===== src/rtl/hamming_decode_engine_if.sv =====
// Byte-wide data-memory bus used by hamming_decode_engine.
//   mem_addr     engine -> memory  byte address
//   mem_rd_data  memory -> engine  combinational read data for mem_addr
//   mem_wr_en    engine -> memory  write strobe, memory writes on the rising clock edge
//   mem_wr_data  engine -> memory  write data
// master: engine side. slave: memory side.
interface hamming_decode_engine_if;
   logic [7:0] mem_addr;
   logic [7:0] mem_rd_data;
   logic       mem_wr_en;
   logic [7:0] mem_wr_data;

   modport master (
      output mem_addr,
      output mem_wr_en,
      output mem_wr_data,
      input  mem_rd_data
   );

   modport slave (
      input  mem_addr,
      input  mem_wr_en,
      input  mem_wr_data,
      output mem_rd_data
   );
endinterface


===== src/rtl/hamming_decode_engine.sv =====
// SECDED decode engine for 16-bit Hamming codewords held in byte-wide memory.
// On an accepted start pulse it reads NUM_WORDS codewords (little-endian, two bytes each) from
// SRC_BASE, corrects single-bit errors and flags double-bit errors. It writes each result
// {dbl_flag, 4'b0, d[11:1]} to DST_BASE in the same layout, then raises halt.
// Ports:
//   CLK             rising-edge clock
//   reset_n         asynchronous active-low reset
//   start           one-cycle run request, honoured only in IDLE/DONE
//   halt            run complete, held until the next accepted start
//   mem             memory bus (hamming_decode_engine_if.master)
//   err_single_cnt  single-error count of the last run
//   err_double_cnt  double-error count of the last run
// Build option: define HAMMING_STATS_EN to enable the saturating error counters; otherwise
// both count outputs are tied to zero and no counter flops are built.
module hamming_decode_engine #(
   parameter int unsigned SRC_BASE  = 64,
   parameter int unsigned DST_BASE  = 94,
   parameter int unsigned NUM_WORDS = 15
) (
   input  logic                           CLK,
   input  logic                           reset_n,
   input  logic                           start,
   output logic                           halt,
   hamming_decode_engine_if.master        mem,
   output logic [7:0]                     err_single_cnt,
   output logic [7:0]                     err_double_cnt
);

   typedef enum logic [2:0] {
      StIdle,
      StRdLo,
      StRdHi,
      StWrLo,
      StWrHi,
      StDone
   } state_e;

   localparam logic [7:0] SrcBase = SRC_BASE[7:0];
   localparam logic [7:0] DstBase = DST_BASE[7:0];
   localparam logic [5:0] LastIdx = 6'(NUM_WORDS - 1);

   state_e      state_q, state_d;
   logic [5:0]  idx_q;
   logic [7:0]  lo_q, hi_q;
   logic        halt_q;
   logic        accept;

   logic [15:0] cw;
   logic [3:0]  syndrome;
   logic        parity;
   logic        err_double;
   logic [15:0] fixed;
   logic [15:0] result;
   logic [7:0]  word_off;

   assign accept   = start && ((state_q == StIdle) || (state_q == StDone));
   assign word_off = {1'b0, idx_q, 1'b0};

   // ---------------------------------------------------------------------------------------
   // Decoder: works on the captured codeword, stable through both write cycles.
   // ---------------------------------------------------------------------------------------
   assign cw = {hi_q, lo_q};

   always_comb begin
      syndrome = 4'd0;
      for (int k = 1; k < 16; k++) begin
         if (cw[k]) syndrome = syndrome ^ 4'(k);
      end
   end

   assign parity     = ^cw;
   assign err_double = !parity && (syndrome != 4'd0);

   always_comb begin
      fixed = cw;
      // syndrome 0 with odd parity means p16 itself flipped: data is untouched
      if (parity && (syndrome != 4'd0)) fixed[syndrome] = ~cw[syndrome];
   end

   assign result = {err_double, 4'b0000, fixed[15:9], fixed[7:5], fixed[3]};

   // ---------------------------------------------------------------------------------------
   // FSM: state register
   // ---------------------------------------------------------------------------------------
   always_ff @(posedge CLK or negedge reset_n) begin
      if (!reset_n) begin
         state_q <= StIdle;
         idx_q   <= 6'd0;
         lo_q    <= 8'd0;
         hi_q    <= 8'd0;
         halt_q  <= 1'b0;
      end else begin
         state_q <= state_d;
         if (accept) begin
            idx_q <= 6'd0;
         end else if ((state_q == StWrHi) && (idx_q != LastIdx)) begin
            idx_q <= idx_q + 6'd1;
         end
         if (state_q == StRdLo) lo_q <= mem.mem_rd_data;
         if (state_q == StRdHi) hi_q <= mem.mem_rd_data;
         if (accept) begin
            halt_q <= 1'b0;
         end else if (state_q == StDone) begin
            halt_q <= 1'b1;
         end
      end
   end

   // ---------------------------------------------------------------------------------------
   // FSM: next state
   // ---------------------------------------------------------------------------------------
   always_comb begin
      state_d = state_q;
      unique case (state_q)
         StIdle:  if (start) state_d = StRdLo;
         StRdLo:  state_d = StRdHi;
         StRdHi:  state_d = StWrLo;
         StWrLo:  state_d = StWrHi;
         StWrHi:  state_d = (idx_q == LastIdx) ? StDone : StRdLo;
         StDone:  if (start) state_d = StRdLo;
         default: state_d = StIdle;
      endcase
   end

   // ---------------------------------------------------------------------------------------
   // FSM: outputs (address arithmetic wraps at 8 bits)
   // ---------------------------------------------------------------------------------------
   always_comb begin
      mem.mem_addr    = 8'd0;
      mem.mem_wr_en   = 1'b0;
      mem.mem_wr_data = 8'd0;
      unique case (state_q)
         StRdLo: mem.mem_addr = SrcBase + word_off;
         StRdHi: mem.mem_addr = SrcBase + word_off + 8'd1;
         StWrLo: begin
            mem.mem_addr    = DstBase + word_off;
            mem.mem_wr_en   = 1'b1;
            mem.mem_wr_data = result[7:0];
         end
         StWrHi: begin
            mem.mem_addr    = DstBase + word_off + 8'd1;
            mem.mem_wr_en   = 1'b1;
            mem.mem_wr_data = result[15:8];
         end
         default: ;
      endcase
   end

   assign halt = halt_q;

   // ---------------------------------------------------------------------------------------
   // Error statistics
   // ---------------------------------------------------------------------------------------
`ifdef HAMMING_STATS_EN
   logic [7:0] single_cnt_q, double_cnt_q;

   always_ff @(posedge CLK or negedge reset_n) begin
      if (!reset_n) begin
         single_cnt_q <= 8'd0;
         double_cnt_q <= 8'd0;
      end else if (accept) begin
         single_cnt_q <= 8'd0;
         double_cnt_q <= 8'd0;
      end else if (state_q == StWrHi) begin
         if (parity && (single_cnt_q != 8'hFF)) single_cnt_q <= single_cnt_q + 8'd1;
         if (err_double && (double_cnt_q != 8'hFF)) double_cnt_q <= double_cnt_q + 8'd1;
      end
   end

   assign err_single_cnt = single_cnt_q;
   assign err_double_cnt = double_cnt_q;
`else
   assign err_single_cnt = 8'd0;
   assign err_double_cnt = 8'd0;
`endif

endmodule


===== src/flat_wrapper.sv =====
// flat-port wrapper written by rule: the top's interface ports become plain ports
module hamming_decode_engine_flat 
#(
   parameter int unsigned SRC_BASE  = 64,
   parameter int unsigned DST_BASE  = 94,
   parameter int unsigned NUM_WORDS = 15
)
  (CLK, reset_n, start, halt, err_single_cnt, err_double_cnt, mem_mem_addr, mem_mem_wr_en, mem_mem_wr_data, mem_mem_rd_data);
  hamming_decode_engine_if mem_i ();
  input  logic CLK;
  input  logic reset_n;
  input  logic start;
  output logic halt;
  output logic [7:0] err_single_cnt;
  output logic [7:0] err_double_cnt;
  output wire logic [$bits(mem_i.mem_addr)-1:0] mem_mem_addr;
  output wire logic [$bits(mem_i.mem_wr_en)-1:0] mem_mem_wr_en;
  output wire logic [$bits(mem_i.mem_wr_data)-1:0] mem_mem_wr_data;
  input wire logic [$bits(mem_i.mem_rd_data)-1:0] mem_mem_rd_data;
  assign mem_mem_addr = mem_i.mem_addr;
  assign mem_mem_wr_en = mem_i.mem_wr_en;
  assign mem_mem_wr_data = mem_i.mem_wr_data;
  assign mem_i.mem_rd_data = mem_mem_rd_data;
  hamming_decode_engine #(.SRC_BASE(SRC_BASE), .DST_BASE(DST_BASE), .NUM_WORDS(NUM_WORDS)) u_core (.CLK(CLK), .reset_n(reset_n), .start(start), .halt(halt), .mem(mem_i), .err_single_cnt(err_single_cnt), .err_double_cnt(err_double_cnt));
endmodule

===== config.mk =====
export PLATFORM = sky130hd
export DESIGN_NAME = hamming_decode_engine_flat
export DESIGN_NICKNAME = d
export VERILOG_FILES = /design/src/rtl/hamming_decode_engine_if.sv /design/src/rtl/hamming_decode_engine.sv /design/src/flat_wrapper.sv
export SDC_FILE = /design/constraint.sdc
export NUM_CORES = 1
export LEC_CHECK = 0
export ABC_CLOCK_PERIOD_IN_PS = 4200
export CAP_MARGIN = 30
export CORE_MARGIN = 2
export CORE_UTILIZATION = 35
export DETAILED_ROUTE_END_ITERATION = 12
export HOLD_SLACK_MARGIN = 0.12
export RECOVER_POWER = 25
export SLEW_MARGIN = 20
export SYNTH_ARGS = -nofsm -noshare
export SYNTH_HDL_FRONTEND = slang
export SYNTH_SLANG_ARGS = --single-unit

===== constraint.sdc =====
create_clock -name CLK -period 4.2 [get_ports CLK]
set_input_delay 0.84 -clock CLK [delete_from_list [all_inputs] [get_ports CLK]]
set_output_delay 0.84 -clock CLK [all_outputs]
set_load 0.05 [all_outputs]

==> impl_metrics.yaml <==
worst_setup_path:
  r2r_cells: 5
  worstReg2RegEnd: "u_core.state_q[2]"
  regToRegSetupSlack_ns: 2.28
  crit_path_end: "mem_mem_wr_data[7]"
  cp_slowest_cell: "xnor2_1"
  worstSetupStartpointType: "flip-flop"
  cp.required_ns: 3.36
  crit_top_cell: "xnor2_1"
  timing.rr.start: "u_core.state_q[0]"
  critPathMaxStageDelay_ns: 0.51
  critPathCaptureType: "output pin"
  crit_fanout: 7
  worstPathCellList: "buf_4, xor2_2, xnor2_1, xnor2_1, xor2_1, nor3_1, mux2i_1, o21ai_0, buf_12"
  arrival_ns: 3.14
  crit_path_start: "u_core.hi_q[3]"
  critPathKind: "reg -> out"
drt:
  drcViolationCount: 0
  postRouteAntennaNets: 0
  wire_per_inst_um: 14.4
  drtIter0Drc: 161
  drtPass1Iterations: 4
  num_vias: 1802
  viasPerCell: 5.21
  wirelength_um: 4990
yosys:
  yosys_register_bits: 26
  syn_area_um2: 2200
  yosysTopAreaCell: "dfrtp_1"
  synth.most_common_cell: "dfrtp_1"
  synth.top_cell.area_share: 0.295
  synth_cells: 240
  synthDistinctLibCells: 44
  ys.flop_type: "dfrtp_1"
  syn_area_per_cell_um2: 9.18
  synth.area.top_cells: "dfrtp_1 (30%), mux2_2 (8.7%), xnor2_1 (7.6%)"
  synthArstFlopShare: 1.00
  yosys_warnings: 0
  seq_area_frac_synth: 0.295
  synth-edff-count: 0
  yosys-top-cells-count: "dfrtp_1 (26), nor2_1 (22), xnor2_1 (19)"
place:
  hpwl_um: 3790
  portBuffers: 28
  gp_congestion: 0.872
global_routing:
  grt_antenna_before_repair: 0
  grt.overflow.total: 0
  grt_pass1_wl_um: 8110
  grt_max_degree: 27
  grt_pass1_vias: 1594
  grtUsageTotal: 0.141
cts:
  clock_sinks: 26
  cts_hold_buf: 0
  cts_root_buf: "clkbuf_8"
  cts_buffers: 3
  cts_tree: "yes"
  path_clk_slew_ns: 0.09
  clock_latency_ns: 0.27
  clock_path_buffers: 2
  htreeDepth: 1
final_layout:
  fin_util: 0.450
  drive_gt1_frac: 0.207
  diodes: 0
  area_growth_syn_to_layout_pct: 22.4
  nets: 286
min_path:
  hp-class: "reg -> reg"
run:
  max_cap_violations: 0
die:
  ioPinCount: 45
  die_h_um: 83.3
  fp.coreArea_um2: 5990
  row_count: 28
  initial_core_util: 0.368
  die_w_um: 83.3
  dieArea_um2: 6950
sta:
  fin_crit_sh: 0.948
  timing.fmax_ghz: 0.251
  timing.setup.tns_ns: 0
  hold_viol_final: 0
  setup_violations: 0
  tightest_slew_ns: 1.43
  slew_headroom: 0.0465
  rsz0062_at_grt: "false"
  finalClockSkew_ns: 0.00156
  slew_violations: 0
  min_period_ns: 3.98
  whs_ns: 0.564
outcome:
  status: "complete, no violations"
[cells by family after synthesis]
group / share of synthesized area
AO/OA/AOI/OAI: 0.130
XOR/XNOR: 0.173
adder cells (fa/ha/maj): 0.0170
buffers and inverters: 0.0818
flip-flops: 0.295
multiplexers: 0.130
other: 0.00170
AND/OR/NAND/NOR: 0.171
[metal layers]
layer,global-route usage,routed length [µm]
met1,0.212,2490
met2,0.215,2160
met3,0.0149,291
met4,0.0387,51
met5,0,0
[critical path, delay by kind of cell, from the launching register on]
kind            cells  cell delay (ns)
flops               1             0.39
simple gates        1             0.15
mux                 1             0.14
compound gates      1             0.38
buf+inv             2             0.35
xor+xnor            4             1.46
[cell type report]
| type | count | area (µm²) |
|---|---|---|
| fill | 583 | 3290 |
| multi-input combinational | 199 | 1460 |
| sequential | 26 | 651 |
| timing repair buffer | 39 | 427 |
| tap | 75 | 93.8 |
| clock buffer | 4 | 55.1 |
| inverter | 3 | 11.3 |
[per-stage QoR]
stage | area (µm²) | worst slack, ns | std cells
after floorplan | 2260 | -0.0945 | 255
after global placement | 2580 | 0.289 | 338
after detailed placement | 2580 | 0.218 | 338
after CTS | 2650 | 0.0191 | 342
after global routing | 2700 | 0.0418 | 346
final | 2700 | 0.218 | 346
[placed cells by master, fill, tap and decap left out, types with 2 or more instances in the layout]
master / count
buf_4: 11
nor3_1: 9
nand2_1: 17
a41oi_1: 2
mux2i_1: 5
nor3b_1: 2
o221ai_1: 2
nand4_1: 7
nand2b_1: 3
o31ai_2: 5
nor2b_1: 3
buf_12: 7
and2_1: 3
dfrtp_1: 26
xnor2_2: 3
inv_1: 3
nor4_1: 2
xor2_1: 10
mux2_2: 17
nor2_1: 22
conb_1: 16
clkbuf_8: 4
xnor2_1: 19
clkdlybuf4s50_1: 19
a21oi_1: 11
mux4_2: 2
o21ai_0: 9
nand3_1: 6
o22ai_1: 4
ha_1: 3
[worst min-delay path by stage]
| stage | startpoint | to | slack [ns] | cells past startpoint |
|---|---|---|---|---|
| final | u_core.lo_q[0] | u_core.lo_q[0] | 0.56 | 1 |
| after global routing | u_core.lo_q[0] | u_core.lo_q[0] | 0.58 | 1 |
| after CTS | u_core.lo_q[0] | u_core.lo_q[0] | 0.57 | 1 |
| after floorplan | u_core.lo_q[4] | u_core.lo_q[4] | 0.52 | 1 |
| after detailed placement | u_core.lo_q[0] | u_core.lo_q[0] | 0.55 | 1 |
| after global placement | u_core.lo_q[0] | u_core.lo_q[0] | 0.55 | 1 |
[timing repair]
item / 4_1_cts / 5_1_grt
buffers inserted: 0 / 4
resized for setup: 1 / 4
pin swaps: 0 / 1
endpoints found under the setup margin: 6 / 6
[state kept, by name (all words and copies together) (netlist names)]
signal and cells:
u_core.halt 1, u_core.hi_q 8, u_core.idx_q 6, u_core.lo_q 8
u_core.state_q 3
Power is not shown: default switching activity piles up to over one toggle a cycle in this logic, so the estimate is an artifact.
